==> src/rtl/imem_loader_pkg.sv <==
// Shared types for the boot-time instruction memory loader.
// Imported by the loader top and its byte assembler.
package imem_loader_pkg;

    typedef enum logic [2:0] {
        LEN,
        DATA,
        WRITE,
        CHK,
        DONE,
        ERROR
    } loader_state_e;

    localparam int LOADER_LEN_BYTES = 4;

    localparam logic [1:0] LAST_BYTE = 2'(LOADER_LEN_BYTES - 1);

endpackage

==> src/rtl/imem_loader_byte_word_assembler.sv <==
// Little-endian byte-to-word assembler shared by the length field and payload.
// word/word_complete are combinational so the 4th byte is usable on its own edge.
module byte_word_assembler
    import imem_loader_pkg::*;
(
    input  logic        clk,
    input  logic        rst_n,
    input  logic        clr,
    input  logic        byte_valid,
    input  logic [7:0]  byte_in,
    output logic [31:0] word,
    output logic        word_complete
);

    logic [1:0]  cnt_q, cnt_d;
    logic [31:0] sr_q, sr_d;

    always_comb begin
        cnt_d = cnt_q;
        sr_d  = sr_q;
        if (clr) begin
            cnt_d = '0;
            sr_d  = '0;
        end else if (byte_valid) begin
            // Right shift: the first byte received ends up in bits [7:0].
            sr_d  = {byte_in, sr_q[31:8]};
            cnt_d = cnt_q + 2'd1;
        end
    end

    assign word          = {byte_in, sr_q[31:8]};
    assign word_complete = byte_valid && (cnt_q == LAST_BYTE);

    always_ff @(posedge clk or negedge rst_n) begin
        if (!rst_n) begin
            cnt_q <= '0;
            sr_q  <= '0;
        end else begin
            cnt_q <= cnt_d;
            sr_q  <= sr_d;
        end
    end

endmodule

==> src/rtl/imem_loader.sv <==
// Boot loader: streams a length-prefixed, XOR-checked image into instruction
// memory and keeps the core in reset until the image verifies.
module imem_loader
    import imem_loader_pkg::*;
#(
    parameter int          MEM_WORDS = 1024,
    parameter logic [31:0] BASE_ADDR = 32'h0000_0000
) (
    input  logic        clk,
    input  logic        rst_n,
    input  logic        rx_valid,
    input  logic [7:0]  rx_data,
    output logic        rx_ready,
    output logic        imem_we,
    output logic [31:0] imem_addr,
    output logic [31:0] imem_wdata,
    output logic        core_rst_n,
    output logic        load_done,
    output logic        load_error
);

    localparam int IDX_W = $clog2(MEM_WORDS + 1);

    loader_state_e state_q, state_d;

    logic [IDX_W-1:0] len_q, len_d;
    logic [IDX_W-1:0] idx_q, idx_d;
    logic             len_pend_q, len_pend_d;
    logic             len_over_q, len_over_d;
    logic [7:0]       xor_q, xor_d;
    logic [31:0]      addr_q, addr_d;
    logic [31:0]      wdata_q, wdata_d;
    logic             done_q, done_d;
    logic             err_q, err_d;

    logic        accept;
    logic        asm_valid;
    logic        asm_clr;
    logic        asm_complete;
    logic [31:0] asm_word;

    // Ready depends only on registered state to keep the handshake loop-free.
    always_comb begin
        rx_ready = 1'b0;
        unique case (state_q)
            LEN:     rx_ready = !len_pend_q;
            DATA:    rx_ready = 1'b1;
            CHK:     rx_ready = 1'b1;
            default: rx_ready = 1'b0;
        endcase
        rx_ready = rx_ready && rst_n;
    end

    assign accept    = rx_valid && rx_ready;
    assign asm_valid = accept && ((state_q == LEN) || (state_q == DATA));

    byte_word_assembler u_asm (
        .clk           (clk),
        .rst_n         (rst_n),
        .clr           (asm_clr),
        .byte_valid    (asm_valid),
        .byte_in       (rx_data),
        .word          (asm_word),
        .word_complete (asm_complete)
    );

    always_comb begin
        state_d    = state_q;
        len_d      = len_q;
        idx_d      = idx_q;
        len_pend_d = len_pend_q;
        len_over_d = len_over_q;
        xor_d      = xor_q;
        addr_d     = addr_q;
        wdata_d    = wdata_q;
        imem_we    = 1'b0;
        asm_clr    = 1'b0;

        unique case (state_q)
            LEN: begin
                if (len_pend_q) begin
                    // Decision cycle: rx_ready is low while the count is judged.
                    len_pend_d = 1'b0;
                    asm_clr    = 1'b1;
                    idx_d      = '0;
                    xor_d      = '0;
                    if (len_over_q) begin
                        state_d = ERROR;
                    end else if (len_q == '0) begin
                        state_d = CHK;
                    end else begin
                        state_d = DATA;
                    end
                end else if (asm_complete) begin
                    len_pend_d = 1'b1;
                    len_over_d = asm_word > 32'(MEM_WORDS);
                    len_d      = asm_word[IDX_W-1:0];
                end
            end
            DATA: begin
                if (accept) begin
                    xor_d = xor_q ^ rx_data;
                    if (asm_complete) begin
                        wdata_d = asm_word;
                        addr_d  = BASE_ADDR + (32'(idx_q) << 2);
                        state_d = WRITE;
                    end
                end
            end
            WRITE: begin
                imem_we = 1'b1;
                idx_d   = idx_q + 1'b1;
                state_d = (idx_d == len_q) ? CHK : DATA;
            end
            CHK: begin
                if (accept) begin
                    state_d = (rx_data == xor_q) ? DONE : ERROR;
                end
            end
            DONE:    state_d = DONE;
            ERROR:   state_d = ERROR;
            default: state_d = ERROR;
        endcase
    end

    assign done_d = done_q || (state_d == DONE);
    assign err_d  = err_q || (state_d == ERROR);

    always_ff @(posedge clk or negedge rst_n) begin
        if (!rst_n) begin
            state_q    <= LEN;
            len_q      <= '0;
            idx_q      <= '0;
            len_pend_q <= 1'b0;
            len_over_q <= 1'b0;
            xor_q      <= '0;
            addr_q     <= BASE_ADDR;
            wdata_q    <= '0;
            done_q     <= 1'b0;
            err_q      <= 1'b0;
        end else begin
            state_q    <= state_d;
            len_q      <= len_d;
            idx_q      <= idx_d;
            len_pend_q <= len_pend_d;
            len_over_q <= len_over_d;
            xor_q      <= xor_d;
            addr_q     <= addr_d;
            wdata_q    <= wdata_d;
            done_q     <= done_d;
            err_q      <= err_d;
        end
    end

    assign imem_addr  = addr_q;
    assign imem_wdata = wdata_q;
    assign load_done  = done_q;
    assign load_error = err_q;
    assign core_rst_n = done_q && rst_n;

endmodule

==> config.mk <==
export PLATFORM = sky130hd
export DESIGN_NAME = imem_loader
export DESIGN_NICKNAME = d
export VERILOG_FILES = /design/src/rtl/imem_loader_pkg.sv /design/src/rtl/imem_loader_byte_word_assembler.sv /design/src/rtl/imem_loader.sv
export SDC_FILE = /design/constraint.sdc
export NUM_CORES = 1
export LEC_CHECK = 0
export CAP_MARGIN = 10
export CELL_PAD_IN_SITES_DETAIL_PLACEMENT = 0
export CELL_PAD_IN_SITES_GLOBAL_PLACEMENT = 1
export CORE_MARGIN = 4
export CORE_UTILIZATION = 43
export CTS_CLUSTER_DIAMETER = 120
export DETAILED_ROUTE_END_ITERATION = 7
export PLACE_DENSITY_LB_ADDON = 0.1
export SLEW_MARGIN = 5
export SYNTH_ARGS = -nofsm -noshare
export SYNTH_HDL_FRONTEND = slang
export SYNTH_HIERARCHICAL = 1
export SYNTH_SLANG_ARGS = --single-unit
export TNS_END_PERCENT = 100
==> constraint.sdc <==
create_clock -name clk -period 3.05 [get_ports clk]
set_clock_uncertainty 0.2 [all_clocks]
set_input_delay 0.4575 -clock clk [delete_from_list [all_inputs] [get_ports clk]]
set_output_delay 0.4575 -clock clk [all_outputs]
set_load 0.02 [all_outputs]
## Yosys cells after proc, flatten, opt, wreduce, memory -nomap -nowiden

Index checks and enable logic that the tools add are counted.

| word-level totals | value |
|---|---|
| bits in latches | 0 |
| ROM bits | 0 |
| memories | 0 |
| bits in registers | 114 |
| RAM bits | 0 |

| operators by class | value |
|---|---|
| mux-type cells | 24 |
| eq/ne operators | 11 |
| multipliers | 0 |
| shifts and indexed selects | 0 |
| bitwise operators | 2 |
| add/subtract/negate cells | 2 |
| reductions and logical operators | 19 |
| divide/modulo/power cells | 0 |
| $lt $le $gt $ge | 1 |

Operators by type and width:

| kind | number |
|---|---|
| $mux W32 | 2 |
| $gt A32 B11 Y1 const B | 1 |
| $pmux W11 S2 | 1 |
| $mux W8 | 2 |
| $pmux W8 S2 | 1 |
| $mux W3 | 5 |
| $pmux W3 S5 | 1 |
| $add A11 B1 Y11 const B | 1 |
| $eq A11 B11 Y1 | 1 |
| $logic_not A11 Y1 | 1 |
| $mux W11 | 1 |
| $eq A3 B3 Y1 const B | 3 |
| $reduce_and A3 Y1 | 3 |
| $eq A8 B8 Y1 | 1 |
| $mux W2 | 4 |
| $xor A8 B8 Y8 | 1 |
| $eq A3 B2 Y1 const B | 2 |
| $mux W1 | 6 |
| $reduce_bool A2 Y1 | 3 |
| $logic_and A1 B1 Y1 | 5 |
| $ne A2 B2 Y1 const B | 2 |
| $eq A3 B1 Y1 const B | 1 |
| $logic_not A3 Y1 | 1 |
| $logic_or A1 B1 Y1 | 3 |
| other kinds (7) | 7 |

## Longest topological paths before layout

| depth | value |
|---|---|
| word-level depth | 12 |
| depth in mapped cells | 10 |
| gate-level depth less buffers | 7 |

## By module

Netlist, hierarchy kept.

By module, submodules not included:

| module | cells each | times used | area an instance (µm²) |
|---|---|---|---|
| imem_loader | 362 | 1 | 4,052.6 |
| byte_word_assembler | 94 | 1 | 1,154.9 |

## Least setup slack after synthesis

No wires, ideal clock.

| path | value |
|---|---|
| kind | flip-flop to flip-flop |
| start | reg state_q[2] |
| end | reg addr_q[12] (netlist: imem_addr[12]) |
| cell stages (with the launch flop) | 11 |
| arrival time | 2.227 ns |
| period minus slack after synthesis | 2.552 ns |
| required time | 2.725 ns |
| slack | 0.498 ns |
| path buffers | 4 |
| path through | dfrtp_1 clkbuf_1 nand4b_1 nor3_1 buf_6 buf_12 and2_1 nand3b_1 nor2_4 buf_6 mux2_2 |

| between the ends | value |
|---|---|
| word-level cells in the longest chain between the ends | 8 |

Ends and longest elaborated chain:

| what | line | text |
|---|---|---|
| start: declaration | imem_loader.sv:24 | `loader_state_e state_q, state_d;` |
| start signal: assignment | imem_loader.sv:142 | `state_q <= state_d;` |
| $eq A3 B1 Y1 / $eq A3 B2 Y1 (equally long branches) | imem_loader.sv:45, imem_loader.sv:55 |  |
| $reduce_or A2 Y1 (no source line) | -- |  |
| $pmux W1 S2 | imem_loader.sv:45 | `unique case (state_q)` |
| $logic_and A1 B1 Y1 | imem_loader.sv:51 | `rx_ready = rx_ready && rst_n;` |
| $logic_and A1 B1 Y1 | imem_loader.sv:54 | `assign accept = rx_valid && rx_ready;` |
| $logic_and A1 B1 Y1 * | imem_loader.sv:55 | `assign asm_valid = accept && ((state_q == LEN) \|\| (state_q == DATA));` |
| named net asm_valid | imem_loader.sv:37 | `logic asm_valid;` |
| $logic_and A1 B1 Y1 * | imem_loader_byte_word_assembler.sv:32 | `assign word_complete = byte_valid && (cnt_q == LAST_BYTE);` |
| named net asm_complete | imem_loader.sv:39 | `logic asm_complete;` |
| $reduce_and A3 Y1 (no source line) * | -- |  |
| end signal: assignment | imem_loader.sv:148 | `addr_q <= addr_d;` |
| end: declaration | imem_loader.sv:31 | `logic [31:0] addr_q, addr_d;` |

Mark *: on every way through the listed nets, which the timed path passes. The rest lies on a longest branch.
A chain may end at the register's enable or synchronous reset.

## Final worst setup path

| path | value |
|---|---|
| start | in rst_n |
| end | out rx_ready |

| between the ends | value |
|---|---|
| word-level cells in the longest chain between the ends | 1 |

Ends and longest elaborated chain:

| what | line | text |
|---|---|---|
| start: declaration | imem_loader.sv:10 | `input logic rst_n,` |
| $logic_and A1 B1 Y1 | imem_loader.sv:51 |  |
| end: declaration | imem_loader.sv:13 | `output logic rx_ready,` |

Every way passes these cells.

==> results.sh <==
export IMPL_drc=0
export IMPL_post_route_min_period_ns=2.717
export IMPL_cts_setup_buffers=0
export IMPL_worstPathRequired_ns=2.39
export IMPL_portBuffers=58
export IMPL_finalHoldViolCount=0
export IMPL_max_slew_worst_pin_slew_ns=0.9075
export IMPL_start_util_pct=44.84
export IMPL_synth_area_leaders="dfrtp_1 (51%), mux2_2 (11%), mux2i_1 (4.8%)"
export IMPL_fmax_mhz=368.0
export IMPL_r2r_cells=8
export IMPL_synthFlopType="dfrtp_1"
export IMPL_yosysTopAreaCellShare_pct=50.94
export IMPL_io_pins=80
export IMPL_cts_hold_buf=1
export IMPL_dpl_worst_slack_ns=0.3906
export IMPL_status="finished, final reports clean"
export IMPL_core_area_um2=11610
export IMPL_clk_pin_slew_ns=0.07
export IMPL_ys_warn_count=6
export IMPL_end_kind="output pin"
export IMPL_post_dp_hpwl_um=7792
export IMPL_drive_above_1_share_pct=17.29
export IMPL_power_density_nw_per_um2=663.4
export IMPL_syn_avg_cell_area_um2=11.42
export IMPL_clock_path_buffers=2
export IMPL_total_leakage_power_nw=2.775
export IMPL_hold_end="load_error"
export IMPL_synth_cells=456
export IMPL_first_global_vias=3593
export IMPL_vias_per_cell=5.353
export IMPL_globalplace_congestion=0.8375
export IMPL_cp_startpoint="rst_n"
export IMPL_hp_class="flip-flop to flip-flop"
export IMPL_r2r_end="imem_wdata[19]"
export IMPL_ir_drop_uv=462.4
export IMPL_setup_viol=0
export IMPL_yosysMostFrequentCell="dfrtp_1"
export IMPL_grt_pass1_wl_um=19010
export IMPL_min_path_cells=1
export IMPL_crit_fanout=19
export IMPL_seq_area_frac_synth_pct=50.94
export IMPL_ant_nets=0
export IMPL_cts_htree_levels=3
export IMPL_rsz0062_at_grt="false"
export IMPL_yosys_register_bits=106
export IMPL_setup_slack_ns=0.3329
export IMPL_grt_max_degree=73
export IMPL_overflow=0
export IMPL_cts_resized=0
export IMPL_critPathArrivalTime_ns=2.06
export IMPL_num_vias=3490
export IMPL_grt_usage_pct=17.03
export IMPL_hp_start="load_error"
export IMPL_syn_area_um2=5207
export IMPL_die_area_um2=13930
export IMPL_fin_cells=652
export IMPL_critPathLaunchType="input port"
export IMPL_cap_violations=0
export IMPL_synth_commonest_cells="dfrtp_1 (106), nor2_1 (52), mux2_2 (51)"
export IMPL_clock_latency_ns=0.36
export IMPL_synth_edf_count=0
export IMPL_cts_tree="built"
export IMPL_firstDrtPassIters=5
export IMPL_routed_wl_um=11240
export IMPL_final_max_slew_viol_count=0
export IMPL_regToRegSetupSlack_ns=0.53
export IMPL_crit_type="input port to output pin"
export IMPL_antennaDiodeCount=0
export IMPL_tns_ns=0
export IMPL_synth_top_area_cell="dfrtp_1"
export IMPL_rows=39
export IMPL_synth_cell_type_count=56
export IMPL_antenna_found_initial=0
export IMPL_r2r_start="state_q[1]"
export IMPL_relSlewSlack_pct=39.50
export IMPL_first_iter_violations=212
export IMPL_fin_nets=517
export IMPL_routedWlPerCell_um=17.23
export IMPL_numCtsBuffers=9
export IMPL_dp_cells=635
export IMPL_fp_dieW_um=118.0
export IMPL_die_height_um=118.0
export IMPL_area_growth_pct=16.43
export IMPL_clock_sinks=106
export IMPL_finalCritPeriodShare_pct=89.08
export IMPL_cts_root_buffer="clkbuf_16"
export IMPL_async_flop_share_pct=100.0
## metal layers
layer	up-vias	GRT usage [%]	wire length, µm
met4	0	4.689	118
li1	1654	-	-
met1	1757	22.61	5319
met5	-	0	0
met2	70	27.09	5362
met3	9	5.190	437
## cell families after synthesis
kind of cell	Yosys count	share of synthesized area [%]
compound gates	64	7.833
flops	106	50.94
fa+ha+maj	2	0.4805
buf+inv	58	8.097
xor+xnor	21	3.532
mux	79	16.48
simple gates	125	12.57
other cells	1	0.07201
## how the worst max path moves through the flow
stage | end | slack [ns] | cells past startpoint
after floorplan | imem_addr[12] | 0.50 | 10
after global placement | imem_wdata[20] | 0.45 | 8
after detailed placement | imem_wdata[19] | 0.39 | 8
after CTS | rx_ready | 0.30 | 4
after global routing | imem_we | 0.25 | 4
final | rx_ready | 0.33 | 4
## critical path, stage by stage
cell,delay (ns)
dlygate4sd3_1,0.53
buf_4,0.26
and3b_1,0.20
clkdlybuf4s50_1,0.60
## layout make-up
| class | count | area [µm²] |
|---|---|---|
| flip-flops and latches | 106 | 2653 |
| clock inverters | 4 | 55.05 |
| fillers | 1080 | 5550 |
| clock buffers | 12 | 256.5 |
| inverters | 5 | 18.77 |
| well taps | 143 | 178.9 |
| multi-input cells | 312 | 2218 |
| repair buffers | 70 | 683.2 |
## cell usage in the layout (no fill, tap or decap), types with 3 or more instances in the layout
master           instances
nand2_1                 13
buf_4                   11
o22ai_1                  3
xor2_1                   9
mux2_2                  51
inv_1                    5
nand2b_1                10
nand4_1                  7
mux2i_1                 25
nor3_1                   3
and3_1                   3
conb_1                  21
xnor2_1                 12
mux2_1                   3
clkdlybuf4s50_1         57
o21ai_0                 33
dfrtp_1                106
a21oi_1                  7
nand3_1                  6
clkbuf_16                9
nor2_1                  52
o31ai_1                  3
nor4_1                  10
## flip-flops by register name, summed over array words and instances (netlist names), 2 cells and up
name,cells
imem_wdata,32
u_asm/sr_q,24
idx_q,11
imem_addr,11
len_q,11
xor_q,8
state_q,3
u_asm/cnt_q,2
## per-stage QoR
stage          hold slack [ns]  utilization (%)  area [µm²]  total power (W)
4_1_cts                 0.2788            52.21        6063         0.004070
3_3_place_gp            0.1473            49.44        5742         0.002819
6_report                0.2761            52.21        6063         0.004022
5_1_grt                 0.3007            52.21        6063         0.004272
3_5_place_dp            0.1532            49.44        5742         0.002841
2_1_floorplan         -0.03809                -        5283         0.002560
## power by group
part / leakage [nW] / switching [W] / internal, W
sequential: 1.43 / 0.000348 / 0.00165
combinational: 1.19 / 0.000446 / 0.000364
clock: 0.150 / 0.000525 / 0.000688
Note: power is estimated with default switching activity, not from simulation.
